--- src/rtl/uart_rx_sampler.sv ---
// 8N1 UART receiver: mid-bit sampling, one-byte holding register, error pulses.
// Define UART_RX_MAJORITY_EN for 2-of-3 majority voting at each sample point.
module uart_rx_sampler #(
  parameter int CLK_FREQ  = 100000000,
  parameter int BAUD_RATE = 1152000
) (
  input  logic       clk,
  input  logic       rst,
  input  logic       rx_i,
  output logic [7:0] data_o,
  output logic       valid_o,
  input  logic       ready_i,
  output logic       frame_err_o,
  output logic       overrun_o,
  output logic       busy_o
);

  localparam int BIT_PERIOD =
    (CLK_FREQ + BAUD_RATE / 2) / BAUD_RATE;
  localparam int HALF = BIT_PERIOD / 2;

  localparam logic [15:0] BIT_LAST = 16'(BIT_PERIOD - 1);
  localparam logic [15:0] HALF_LAST = 16'(HALF - 1);

  typedef enum logic [2:0] {
    IDLE,
    START,
    DATA,
    STOP,
    BREAK
  } state_t;

  state_t      state_q, state_d;
  logic [1:0]  sync_q;
  logic        rx_s;
  logic [15:0] clk_cnt_q, clk_cnt_d;
  logic [2:0]  bit_cnt_q, bit_cnt_d;
  logic [7:0]  shift_q, shift_d;
  logic [7:0]  data_q, data_d;
  logic        valid_q, valid_d;
  logic        ferr_q, ferr_d;
  logic        ovr_q, ovr_d;
  logic        busy_q;
  logic        hs;
  logic        sample;

  assign rx_s = sync_q[1];

  always_ff @(posedge clk or posedge rst) begin
    if (rst) begin
      sync_q <= 2'b11;
    end else begin
      sync_q <= {sync_q[0], rx_i};
    end
  end

`ifdef UART_RX_MAJORITY_EN
  // hist_q holds rx_s from the two cycles before the terminal count
  logic [1:0] hist_q;

  always_ff @(posedge clk or posedge rst) begin
    if (rst) begin
      hist_q <= 2'b11;
    end else begin
      hist_q <= {hist_q[0], rx_s};
    end
  end

  assign sample = (hist_q[1] & hist_q[0]) |
                  (hist_q[1] & rx_s) |
                  (hist_q[0] & rx_s);
`else
  assign sample = rx_s;
`endif

  assign hs = valid_q & ready_i;

  always_comb begin
    state_d   = state_q;
    clk_cnt_d = clk_cnt_q;
    bit_cnt_d = bit_cnt_q;
    shift_d   = shift_q;
    data_d    = data_q;
    valid_d   = valid_q;
    ferr_d    = 1'b0;
    ovr_d     = 1'b0;

    if (hs) begin
      valid_d = 1'b0;
    end

    unique case (state_q)
      IDLE: begin
        if (!rx_s) begin
          state_d   = START;
          clk_cnt_d = 16'd0;
        end
      end
      START: begin
        if (clk_cnt_q == HALF_LAST) begin
          clk_cnt_d = 16'd0;
          bit_cnt_d = 3'd0;
          state_d   = sample ? IDLE : DATA;
        end else begin
          clk_cnt_d = clk_cnt_q + 16'd1;
        end
      end
      DATA: begin
        if (clk_cnt_q == BIT_LAST) begin
          clk_cnt_d          = 16'd0;
          shift_d[bit_cnt_q] = sample;
          if (bit_cnt_q == 3'd7) begin
            state_d = STOP;
          end else begin
            bit_cnt_d = bit_cnt_q + 3'd1;
          end
        end else begin
          clk_cnt_d = clk_cnt_q + 16'd1;
        end
      end
      STOP: begin
        if (clk_cnt_q == BIT_LAST) begin
          clk_cnt_d = 16'd0;
          if (sample) begin
            state_d = IDLE;
            if (!valid_q || hs) begin
              data_d  = shift_q;
              valid_d = 1'b1;
            end else begin
              ovr_d = 1'b1;
            end
          end else begin
            // held-low line must return high before a new frame
            ferr_d  = 1'b1;
            state_d = BREAK;
          end
        end else begin
          clk_cnt_d = clk_cnt_q + 16'd1;
        end
      end
      BREAK: begin
        if (rx_s) begin
          state_d = IDLE;
        end
      end
      default: begin
        state_d = IDLE;
      end
    endcase
  end

  always_ff @(posedge clk or posedge rst) begin
    if (rst) begin
      state_q   <= IDLE;
      clk_cnt_q <= 16'd0;
      bit_cnt_q <= 3'd0;
      shift_q   <= 8'h00;
      data_q    <= 8'h00;
      valid_q   <= 1'b0;
      ferr_q    <= 1'b0;
      ovr_q     <= 1'b0;
      busy_q    <= 1'b0;
    end else begin
      state_q   <= state_d;
      clk_cnt_q <= clk_cnt_d;
      bit_cnt_q <= bit_cnt_d;
      shift_q   <= shift_d;
      data_q    <= data_d;
      valid_q   <= valid_d;
      ferr_q    <= ferr_d;
      ovr_q     <= ovr_d;
      busy_q    <= (state_q != IDLE);
    end
  end

  assign data_o      = data_q;
  assign valid_o     = valid_q;
  assign frame_err_o = ferr_q;
  assign overrun_o   = ovr_q;
  assign busy_o      = busy_q;

endmodule
--- config.mk ---
export PLATFORM = sky130hd
export DESIGN_NAME = uart_rx_sampler
export DESIGN_NICKNAME = d
export VERILOG_FILES = /design/src/rtl/uart_rx_sampler.sv
export SDC_FILE = /design/constraint.sdc
export NUM_CORES = 1
export LEC_CHECK = 0
export CORE_UTILIZATION = 35
export CTS_BUF_LIST = sky130_fd_sc_hd__clkbuf_2
export DETAILED_ROUTE_END_ITERATION = 8
export DONT_BUFFER_PORTS = 1
export PLACE_DENSITY = 0.53
export SLEW_MARGIN = 40
export SYNTH_ARGS = -nofsm -noshare
export SYNTH_HDL_FRONTEND = slang
export SYNTH_SLANG_ARGS = --single-unit
--- constraint.sdc ---
create_clock -name clk -period 3.4 [get_ports clk]
set_clock_uncertainty 0.2 [all_clocks]
set_input_delay 0.68 -clock clk [delete_from_list [all_inputs] [get_ports clk]]
set_output_delay 0.68 -clock clk [all_outputs]
set_load 0.05 [all_outputs]
---- Word level (Yosys, flattened, before mapping) ----
Index checks and enable logic that the tools add are counted.
word-level totals
  input port bits ......................... 4
  word-level logic and storage cells ...... 74
  register bits after elaboration ......... 44
  output and inout port bits .............. 12
cells by class
  equal/unequal tests ..................... 14
  muxes and demuxes ....................... 32
  bitwise logic cells ..................... 1
  reduce and logical (&&, ||, !) cells .... 13
  order comparisons ....................... 2
  add/subtract/negate cells ............... 2
operator list
  operator                                                                number
  16-bit two-way mux                                                      3
  16-bit case mux with 3 select lines                                     1
  3-bit two-way mux                                                       10
  16-bit by 1-bit adder with 16-bit output (second input constant)        1
  16-bit by 6-bit == test with 1-bit output (second input constant)       1
  16-bit by 7-bit == test with 1-bit output (second input constant)       1
  3-bit case mux with 5 select lines                                      1
  2-bit != test (second input constant)                                   7
  1-bit two-way mux                                                       13
  8-bit bitwise mux                                                       1
  4-bit AND reduction                                                     2
  3-bit by 2-bit == test with 1-bit output (second input constant)        2
  3-bit == test (second input constant)                                   2
  3-bit case mux with 2 select lines                                      1
  6-bit AND reduction                                                     1
  3-bit nonzero test                                                      2
  3-bit by 4-bit < comparator with 1-bit output (second input constant)   1
  2-bit AND reduction                                                     2
  3-bit by 1-bit adder with 3-bit output (second input constant)          1
  1-bit demux with 3-bit select                                           1
  3-bit by 1-bit == test with 1-bit output (second input constant)        1
  3-bit by 1-bit >= comparator with 1-bit output (second input constant)  1
  3-bit zero test                                                         1
  2-bit two-way mux                                                       1
  6 further kinds                                                         6

---- Longest topological paths before layout ----
Gate-level depths: netlist (run 1).
  depth after elaboration ................. 6
  mapped depth ............................ 8
  gate-level depth less buffers ........... 7

---- Least setup slack after synthesis (run 1) ----
OpenSTA, ideal clock, no wires.
  path type ............................... register to register
  from .................................... register clk_cnt_q[0]
  to ...................................... register shift_q[2]
  setup time .............................. 0.125 ns
  setup slack ............................. 0.855 ns
  data arrival time ....................... 2.221 ns
  period minus slack after synthesis ...... 2.545 ns
  cell stages (with the launch flop) ...... 8
  cells stage by stage .................... dfrtp_1 > inv_1 > ha_1 > or4bb_1 > nor4_1 > nand3_1 > nor3b_1 > mux2_2
on the way
  longest elaborated chain between the ends .. 2
RTL lines
  what                                       RTL line  text
  from (decl)                                36        logic [15:0] clk_cnt_q, clk_cnt_d;
  from (signal assigned)                     165       clk_cnt_q <= clk_cnt_d;
  16-bit by 7-bit == test with 1-bit output  109       if (clk_cnt_q == BIT_LAST) begin
  2-bit AND reduction (no source line)       --
  to (signal assigned)                       167       shift_q <= shift_d;
  to (decl)                                  38        logic [7:0] shift_q, shift_d;
No other way between the ends.
A chain may end at the register's enable or synchronous reset.

---- Worst setup path in the final report (run 1) ----
Same ends and word-level chain as after synthesis.

==> flow_summary.json, run 1 <==
{
  "syn_to_final_growth_pct": 5.402,
  "clk_latency_ps": 410,
  "antenna_found_initial": 0,
  "cp_data_required_time_ps": 3520,
  "synth.most_common_cell": "dfrtp_1",
  "synthCells": 217,
  "p_int_uw": 685.6,
  "netlist.area_leader.share_pct": 46.31,
  "ys_ff_latch": 44,
  "drcViolationCount": 0,
  "rsz0062_at_grt": "false",
  "core_um2": 6096,
  "async_reset_ff_share_pct": 100.0,
  "synth_cell_types": 46,
  "grt_first_pass_wirelength_um": 7369,
  "synth_largest_area_cell": "dfrtp_1",
  "post-place-cells": 284,
  "status": "finished, final reports clean",
  "antenna_left": 0,
  "start_util_pct": 37.23,
  "p_per_area_nw_per_um2": 390.5,
  "fp.dieH_um": 82.53,
  "globalRouteTotalUtil_pct": 14.56,
  "fin_crit_ps": 2864,
  "setup_violations": 0,
  "final_util_pct": 39.24,
  "swShare_pct": 26.60,
  "criticalPathCategory": "reg2reg",
  "grt_max_degree": 45,
  "drv_slew": 0,
  "cts_sinks": 44,
  "antenna_cells": 0,
  "synth_common_cells": "dfrtp_1, nand2_1, nor2_1, a21oi_1, mux2_2",
  "final_layout_size_suffix_gt1_share_pct": 14.16,
  "place_area_um2": 2301,
  "ys_warn_count": 0,
  "clk_pin_slew_worst_paths_ps": 230,
  "vias": 1527,
  "pre_cts_slack_ps": 527.8,
  "drt-initial-drc-count": 90,
  "final_net_count": 226,
  "combPwrFrac_pct": 7.7,
  "cp-end-kind": "register",
  "viasPerCell": 5.194,
  "peakVddDrop_mv": 0.2074,
  "worstPathArrival_ps": 2990,
  "seq_power_share_pct": 59.9,
  "p_clk_share_pct": 32.4,
  "clk_root_buffer_cell": "clkbuf_2",
  "min_path_type": "reg2reg",
  "fin_setup_tns_ps": 0,
  "cts_tree": "done",
  "final_cell_area_um2": 2392,
  "wl_um": 4440,
  "gp_congestion": 0.7845,
  "p_leak_uw": 0.001049,
  "cts_max_path_buffers": 2,
  "post-route-period-util_pct": 84.23,
  "row_count": 28,
  "worst_slew_pin_slew_ps": 625.6,
  "synth.avg_cell_area_um2": 10.46,
  "maxSlewHeadroom_pct": 57.91,
  "fmax_ghz": 0.3492,
  "max-cap-violations": 0,
  "synth.area.top_cells": "dfrtp_1, mux2_2, nand2_1",
  "io_buffers": 0,
  "power.switching_uw": 248.5,
  "die_area_um2": 6811,
  "hold_viol_final": 0,
  "setup_ws_ps": 536.3,
  "numCtsBuffers": 5,
  "synth_area_um2": 2270,
  "syn_nets": 225,
  "dpl.hpwl_um": 3019,
  "critPathMaxFanout": 7,
  "ys.flop_type": "dfrtp_1",
  "wire_per_inst_um": 15.10,
  "die_width_um": 82.53,
  "grt_pass1_vias": 1439,
  "io_pins": 16,
  "start_kind": "register",
  "yosysSeqAreaShare_pct": 48.62,
  "fin_cells": 294,
  "synth-edff-count": 0,
  "gr-total-overflow": 0,
  "dr.pass1.iters": 4,
  "cts_htree_levels": 2
}
cell type report:
class / instances / area, um2
Clock inverter: 3 / 42.54
Inverter: 9 / 36.28
Sequential cell: 44 / 1104
Multi-Input combinational cell: 155 / 1064
Fill cell: 617 / 3704
Timing Repair Buffer: 3 / 27.53
Clock buffer: 5 / 25.02
Tap cell: 75 / 93.84
state kept, by name, indices dropped and copies added, names as in the netlist:
signal and flops:
bit_cnt_q 3, busy_o 1, clk_cnt_q 16, data_o 8, frame_err_o 1, overrun_o 1
shift_q 8, state_q 3, sync_q 2, valid_o 1
power by group through the flow:
stage	Sequential (uW)	Clock, uW	Combinational [uW]
floorplan	559	0	63.2
global placement	567	0	70.1
detailed placement	567	0	70.2
CTS	559	315	71.7
global route	563	339	81.8
finish	559	303	71.8
metal layers:
layer	wire [um]	global-route usage, %
met5	0	0
met1	2426	21.35
met2	1818	20.00
met3	134	4.066
met4	60	5.517
metrics by stage:
stage               power, uW  hold WS (ps)
floorplan               622.1         145.2
global placement        637.2         148.2
detailed placement      637.6         150.0
CTS                     945.4         3.518
global route            983.9         165.8
finish                  934.1         165.2
cell families (layout without fill, tap and decap cells):
family                   after synthesis  after routing  share of synthesized area [%]
AND/OR/NAND/NOR                       92             92                          23.59
flip-flops                            44             44                          48.62
buffers and inverters                 18             20                          4.685
multiplexers                          22             22                          10.58
XOR/XNOR                               3              3                          1.158
AO/OA/AOI/OAI                         34             34                          9.151
adder cells (fa/ha/maj)                4              4                          2.205
path summary, 6_finish.rpt:
check,from,endpoint,slack [ps],depth (start not counted)
max,clk_cnt_q[0],shift_q[2],540,7
min,sync_q[0],sync_q[1],170,0
max reg2reg,clk_cnt_q[0],shift_q[2],540,7
min reg2reg,sync_q[0],sync_q[1],170,0
max in group asynchronous,rst,sync_q[0],2030,2
min in group asynchronous,rst,shift_q[4],560,2
repair_timing:
item | CTS | global route
endpoints found under the setup margin | 0 | 0
setup buffers | 0 | 0
gates resized for setup | 0 | 0
hold buffers | 1 | 1
endpoints found under the hold margin | 42 | 1
placed cells by master, fill, tap and decap left out, drive strengths merged, types with 4 or more instances in the layout:
cell type  netlist  layout
nand3            9       9
nor3             4       4
mux2            16      16
nand2           18      18
ha               4       4
dfrtp           42      42
nor2            17      17
or4              6       6
nor4             4       4
nor2b            4       4
a21oi           11      11
a22o             4       4
inv              9       9
nor3b            4       4
clkbuf           6       5
o21ai           12      12
mux2i            6       6
critical path, cell delays in order, from the launching register on:
cell and delay [ps]:
dfrtp_1 490, inv_1 80, ha_1 210, or4bb_1 510, nor4_1 420, nand3_1 270
nor3b_1 260, mux2_2 350
Power figures use the tool's default switching activity.
==> inputs of run 2 (changes only) <==
- clock period: 3.4 -> 3 ns (I/O delays scaled with it)
==> run 2 against run 1 <==
Via count up 3.8%. Global-route usage increased by 0.41 points. First-iteration DRC count decreased by 4.4%. Worst hold slack improved by 7.9 ps. Register-to-register slack got worse by 310 ps. Critical path depth rose by 1. Power increased by 13%. Flip-flop and latch count did not move. Maximum frequency rose by 3.1%. Clock power is 12% higher. Critical endpoint is now clk_cnt_q[8].
==> flow_summary.json, run 2 (synthesis gave the netlist of run 1 again) <==
{
  "dr.pass1.iters": 4,
  "io_pins": 16,
  "clk_root_buffer_cell": "clkbuf_2",
  "p_per_area_nw_per_um2": 436.9,
  "syn_to_final_growth_pct": 6.450,
  "fmax_ghz": 0.3601,
  "fin_crit_ps": 2777,
  "power.switching_uw": 274.5,
  "cts_htree_levels": 2,
  "row_count": 28,
  "maxSlewHeadroom_pct": 61.06,
  "min_path_type": "reg2reg",
  "worst_slew_pin_slew_ps": 578.8,
  "fp.dieH_um": 82.53,
  "cts.repair.resized": 0,
  "numCtsBuffers": 5,
  "io_buffers": 0,
  "drv_slew": 0,
  "p_clk_share_pct": 32.2,
  "status": "finished, final reports clean",
  "core_um2": 6096,
  "cts_tree": "done",
  "cp_data_required_time_ps": 3120,
  "globalRouteTotalUtil_pct": 14.97,
  "layout_commonest_cell": "dfrtp_1",
  "final_util_pct": 39.63,
  "start_util_pct": 37.23,
  "die_area_um2": 6811,
  "final_net_count": 230,
  "swShare_pct": 26.00,
  "p_leak_uw": 0.001072,
  "rsz0062_at_grt": "false",
  "wire_per_inst_um": 14.95,
  "cts_max_path_buffers": 2,
  "dpl.hpwl_um": 3117,
  "grt_pass1_vias": 1528,
  "viasPerCell": 5.319,
  "cts_hold_buf": 2,
  "gr-total-overflow": 0,
  "hold_viol_final": 0,
  "die_width_um": 82.53,
  "final_layout_size_suffix_gt1_share_pct": 15.70,
  "peakVddDrop_mv": 0.1777,
  "critPathMaxFanout": 7,
  "grt_max_degree": 45,
  "gp_congestion": 0.7820,
  "p_int_uw": 781.2,
  "top_register": "clk_cnt_q",
  "post-route-period-util_pct": 92.56,
  "fin_setup_tns_ps": 0,
  "worstPathArrival_ps": 2900,
  "final_cell_mix": "dfrtp_1, nand2_1, nor2_1, a21oi_1, mux2_2",
  "largest_reg_flops": 16,
  "vias": 1585,
  "start_kind": "register",
  "cts_setup_buffers": 0,
  "grt_first_pass_wirelength_um": 7493,
  "clk_latency_ps": 410,
  "wl_um": 4455,
  "combPwrFrac_pct": 7.8,
  "antenna_left": 0,
  "antenna_cells": 0,
  "cp-end-kind": "register",
  "cts_sinks": 44,
  "seq_power_share_pct": 60.0,
  "clk_pin_slew_worst_paths_ps": 220,
  "max-cap-violations": 0,
  "drcViolationCount": 0,
  "criticalPathCategory": "reg2reg",
  "drt-initial-drc-count": 86,
  "antenna_found_initial": 0,
  "setup_violations": 0
}
==> run 2: cell types whose count changed in the layout (fill, tap and decap cells not counted), sizes merged <==
cell / before / now
buf: 1 / 5
clkinv: 2 / 1
clkbuf: 5 / 6
==> run 2: worst paths after layout <==
| path | cells past startpoint | endpoint | startpoint | slack [ps] |
|---|---|---|---|---|
| min in group asynchronous | 2 | data_o[7] | rst | 490 |
| max in group asynchronous | 2 | sync_q[0] | rst | 1740 |
| hold / removal | 0 | sync_q[1] | sync_q[0] | 170 |
| setup / recovery | 8 | clk_cnt_q[8] | clk_cnt_q[0] | 220 |
| hold reg to reg | 0 | sync_q[1] | sync_q[0] | 170 |
| setup reg to reg | 8 | clk_cnt_q[8] | clk_cnt_q[0] | 220 |
==> run 2: layout make-up <==
type                    instances  area [um2]
clock buffers                   6       30.03
fillers                       634        3680
well taps                      75       93.84
clock inverters                 2       35.03
flip-flops and latches         44        1104
repair buffers                  7       57.56
inverters                       9       36.28
multi-input cells             155        1060
==> run 2: power by group through the flow <==
stage | registers, uW | logic (uW) | clock network (uW)
6_report | 634 | 82.4 | 340
5_1_grt | 637 | 96.1 | 374
4_1_cts | 633 | 84.4 | 355
3_5_place_dp | 643 | 82.0 | 0
3_3_place_gp | 643 | 80.7 | 0
2_1_floorplan | 633 | 71.6 | 0
==> run 2: through the flow <==
step / std cells / instance area (um2) / power (uW) / hold WS [ps] / setup slack, ps
after floorplan: 217 / 2270 / 705.1 / 145.2 / 454.6
after global placement: 288 / 2328 / 723.3 / 148.2 / 319.0
after detailed placement: 288 / 2331 / 725.3 / 149.3 / 266.0
after CTS: 298 / 2416 / 1073 / 164.6 / 239.4
after global routing: 298 / 2416 / 1108 / 139.0 / 61.46
final: 298 / 2416 / 1056 / 173.1 / 223.1
==> run 2: per-layer routing <==
layer | routed length (um) | vias to the layer above | GRT usage (%)
met5 | 0 | - | 0
met4 | 56 | 0 | 4.655
met3 | 280 | 4 | 4.066
met2 | 1788 | 31 | 20.58
met1 | 2331 | 761 | 22.42
li1 | - | 789 | -
==> run 2: critical path, stage by stage (launching register included) <==
cell and delay, ps:
dfrtp_1 490, inv_1 80, ha_1 200, or4bb_1 510, or4_4 470, a22oi_2 340, buf_4 230, or4_1 110
o21ai_0 70
==> inputs of run 3 (changes only) <==
- CELL_PAD_IN_SITES_DETAIL_PLACEMENT: default -> 0
- CELL_PAD_IN_SITES_GLOBAL_PLACEMENT: default -> 1
- PLACE_DENSITY: 0.53 -> 0.63
==> run 3 against run 2 <==
Clock power decreased by 1%. Largest cell class unchanged. Utilization decreased by 0.14 points. Critical path type unchanged. Worst hold slack got worse by 3.6 ps. Count of clock-buffer cells in the layout unchanged. Sequential share of layout area increased by 0.17 points. Via count decreased by 0.44%. Die area unchanged. Critical path depth decreased by 1. Flip-flop and latch count unchanged. Global-route usage increased by 0.10 points.
==> flow_summary.json, run 3 (synthesis gave the netlist of run 1 again) <==
{
  "status": "finished, final reports clean",
  "r2r_slack_ps": 220,
  "clk_root_buffer_cell": "clkbuf_2",
  "p_int_uw": 781.6,
  "dpl.hpwl_um": 3094,
  "cts_tree": "done",
  "viasPerCell": 5.331,
  "drt-initial-drc-count": 89,
  "worst_slew_pin_slew_ps": 542.4,
  "fp.dieH_um": 82.53,
  "io_pins": 16,
  "gp_congestion": 0.7373,
  "top_register": "clk_cnt_q",
  "hold_viol_final": 0,
  "io_buffers": 0,
  "cts_sinks": 44,
  "die_area_um2": 6811,
  "p_clk_share_pct": 31.8,
  "globalRouteTotalUtil_pct": 15.07,
  "p_per_area_nw_per_um2": 436.6,
  "post-route-period-util_pct": 92.66,
  "antenna_cells": 0,
  "vias": 1578,
  "fin_crit_ps": 2780,
  "die_width_um": 82.53,
  "swShare_pct": 25.63,
  "criticalPathCategory": "reg2reg",
  "max-cap-violations": 0,
  "fillers": 598,
  "dr.pass1.iters": 4,
  "grt_pass1_vias": 1559,
  "start_util_pct": 37.23,
  "row_count": 28,
  "setup_ws_ps": 220.1,
  "core_um2": 6096,
  "start_kind": "register",
  "cts_htree_levels": 2,
  "clk_pin_slew_worst_paths_ps": 190,
  "gr-total-overflow": 0,
  "antenna_left": 0,
  "setup_violations": 0,
  "final_layout_size_suffix_gt1_share_pct": 15.38,
  "wire_per_inst_um": 15.30,
  "holdWs_ps": 169.5,
  "drcViolationCount": 0,
  "final_net_count": 228,
  "cts_max_path_buffers": 2,
  "antenna_found_initial": 0,
  "worstPathArrival_ps": 2870,
  "syn_to_final_growth_pct": 6.064,
  "grt_first_pass_wirelength_um": 7693,
  "clk_latency_ps": 400,
  "cp-end-kind": "register",
  "critPathMaxFanout": 7,
  "peakVddDrop_mv": 0.2095,
  "fmax_ghz": 0.3597,
  "pre_cts_slack_ps": 85.04,
  "maxSlewHeadroom_pct": 63.84,
  "wl_um": 4528,
  "power.switching_uw": 269.3,
  "min_path_type": "reg2reg",
  "seq_power_share_pct": 60.2,
  "final_cell_mix": "dfrtp_1, nand2_1, nor2_1, a21oi_1, mux2_2",
  "p_leak_uw": 0.001061,
  "grt_max_degree": 45,
  "fin_setup_tns_ps": 0,
  "cp_data_required_time_ps": 3090,
  "layout_commonest_cell": "dfrtp_1",
  "drv_slew": 0,
  "combPwrFrac_pct": 8.0,
  "numCtsBuffers": 5,
  "rsz0062_at_grt": "false",
  "largest_reg_flops": 16,
  "cts_setup_buffers": 0
}
==> run 3: critical path, stage by stage, from the launching register on <==
cell and delay, ps:
dfrtp_1 470, inv_1 80, ha_1 210, or4bb_1 540, or4_4 490, a22oi_2 320
nor2_1 150, a22o_1 230
==> run 3: layout make-up <==
| class | instances | area, um2 | area share, % |
|---|---|---|---|
| flip-flops and latches | 44 | 1104 | 45.84 |
| repair buffers | 5 | 42.54 | 1.767 |
| multi-input cells | 155 | 1066 | 44.28 |
| well taps | 75 | 93.84 | 3.898 |
| clock inverters | 2 | 35.03 | 1.455 |
| clock buffers | 6 | 30.03 | 1.247 |
| inverters | 9 | 36.28 | 1.507 |
==> run 3: path summary, 6_finish.rpt <==
path                              startpoint           end  cells after the start
worst max-delay path            clk_cnt_q[0]  clk_cnt_q[6]                      7
worst min-delay path               sync_q[0]     sync_q[1]                      0
worst max register to register  clk_cnt_q[0]  clk_cnt_q[6]                      7
worst min register to register     sync_q[0]     sync_q[1]                      0
max in group asynchronous                rst     sync_q[0]                      2
min in group asynchronous                rst    shift_q[4]                      2
==> run 3: power groups by stage <==
stage | Combinational [uW] | Clock [uW] | Sequential (uW)
after global routing | 96.6 | 365 | 637
final | 83.8 | 335 | 633
after global placement | 84.7 | 0 | 643
after detailed placement | 82.8 | 0 | 643
after floorplan | 71.6 | 0 | 633
after CTS | 85.9 | 346 | 633
==> run 3: what timing repair did <==
| action | CTS | global route |
|---|---|---|
| hold buffers | 2 | 0 |
| resized for setup | 0 | 1 |
| setup endpoints to repair | 0 | 3 |
| endpoints found under the hold margin | 43 | 0 |
==> run 3: layer usage <==
| metal | GRT usage, % | up-vias | wire length, um | share of wire, % |
|---|---|---|---|---|
| met2 | 21.65 | 20 | 1936 | 43 |
| met5 | 0 | - | 0 | 0 |
| met4 | 4.483 | 0 | 42 | 0.93 |
| met1 | 22.15 | 769 | 2412 | 53 |
| met3 | 3.626 | 4 | 137 | 3.0 |
| li1 | - | 785 | - | - |
==> run 3: per-stage QoR <==
step | instance area [um2] | util, % | total power, uW | std cells
floorplan | 2270 | - | 705.1 | 217
global placement | 2313 | 37.95 | 727.7 | 286
detailed placement | 2316 | 37.99 | 725.8 | 286
CTS | 2401 | 39.39 | 1065 | 296
global route | 2407 | 39.49 | 1099 | 296
finish | 2407 | 39.49 | 1051 | 296
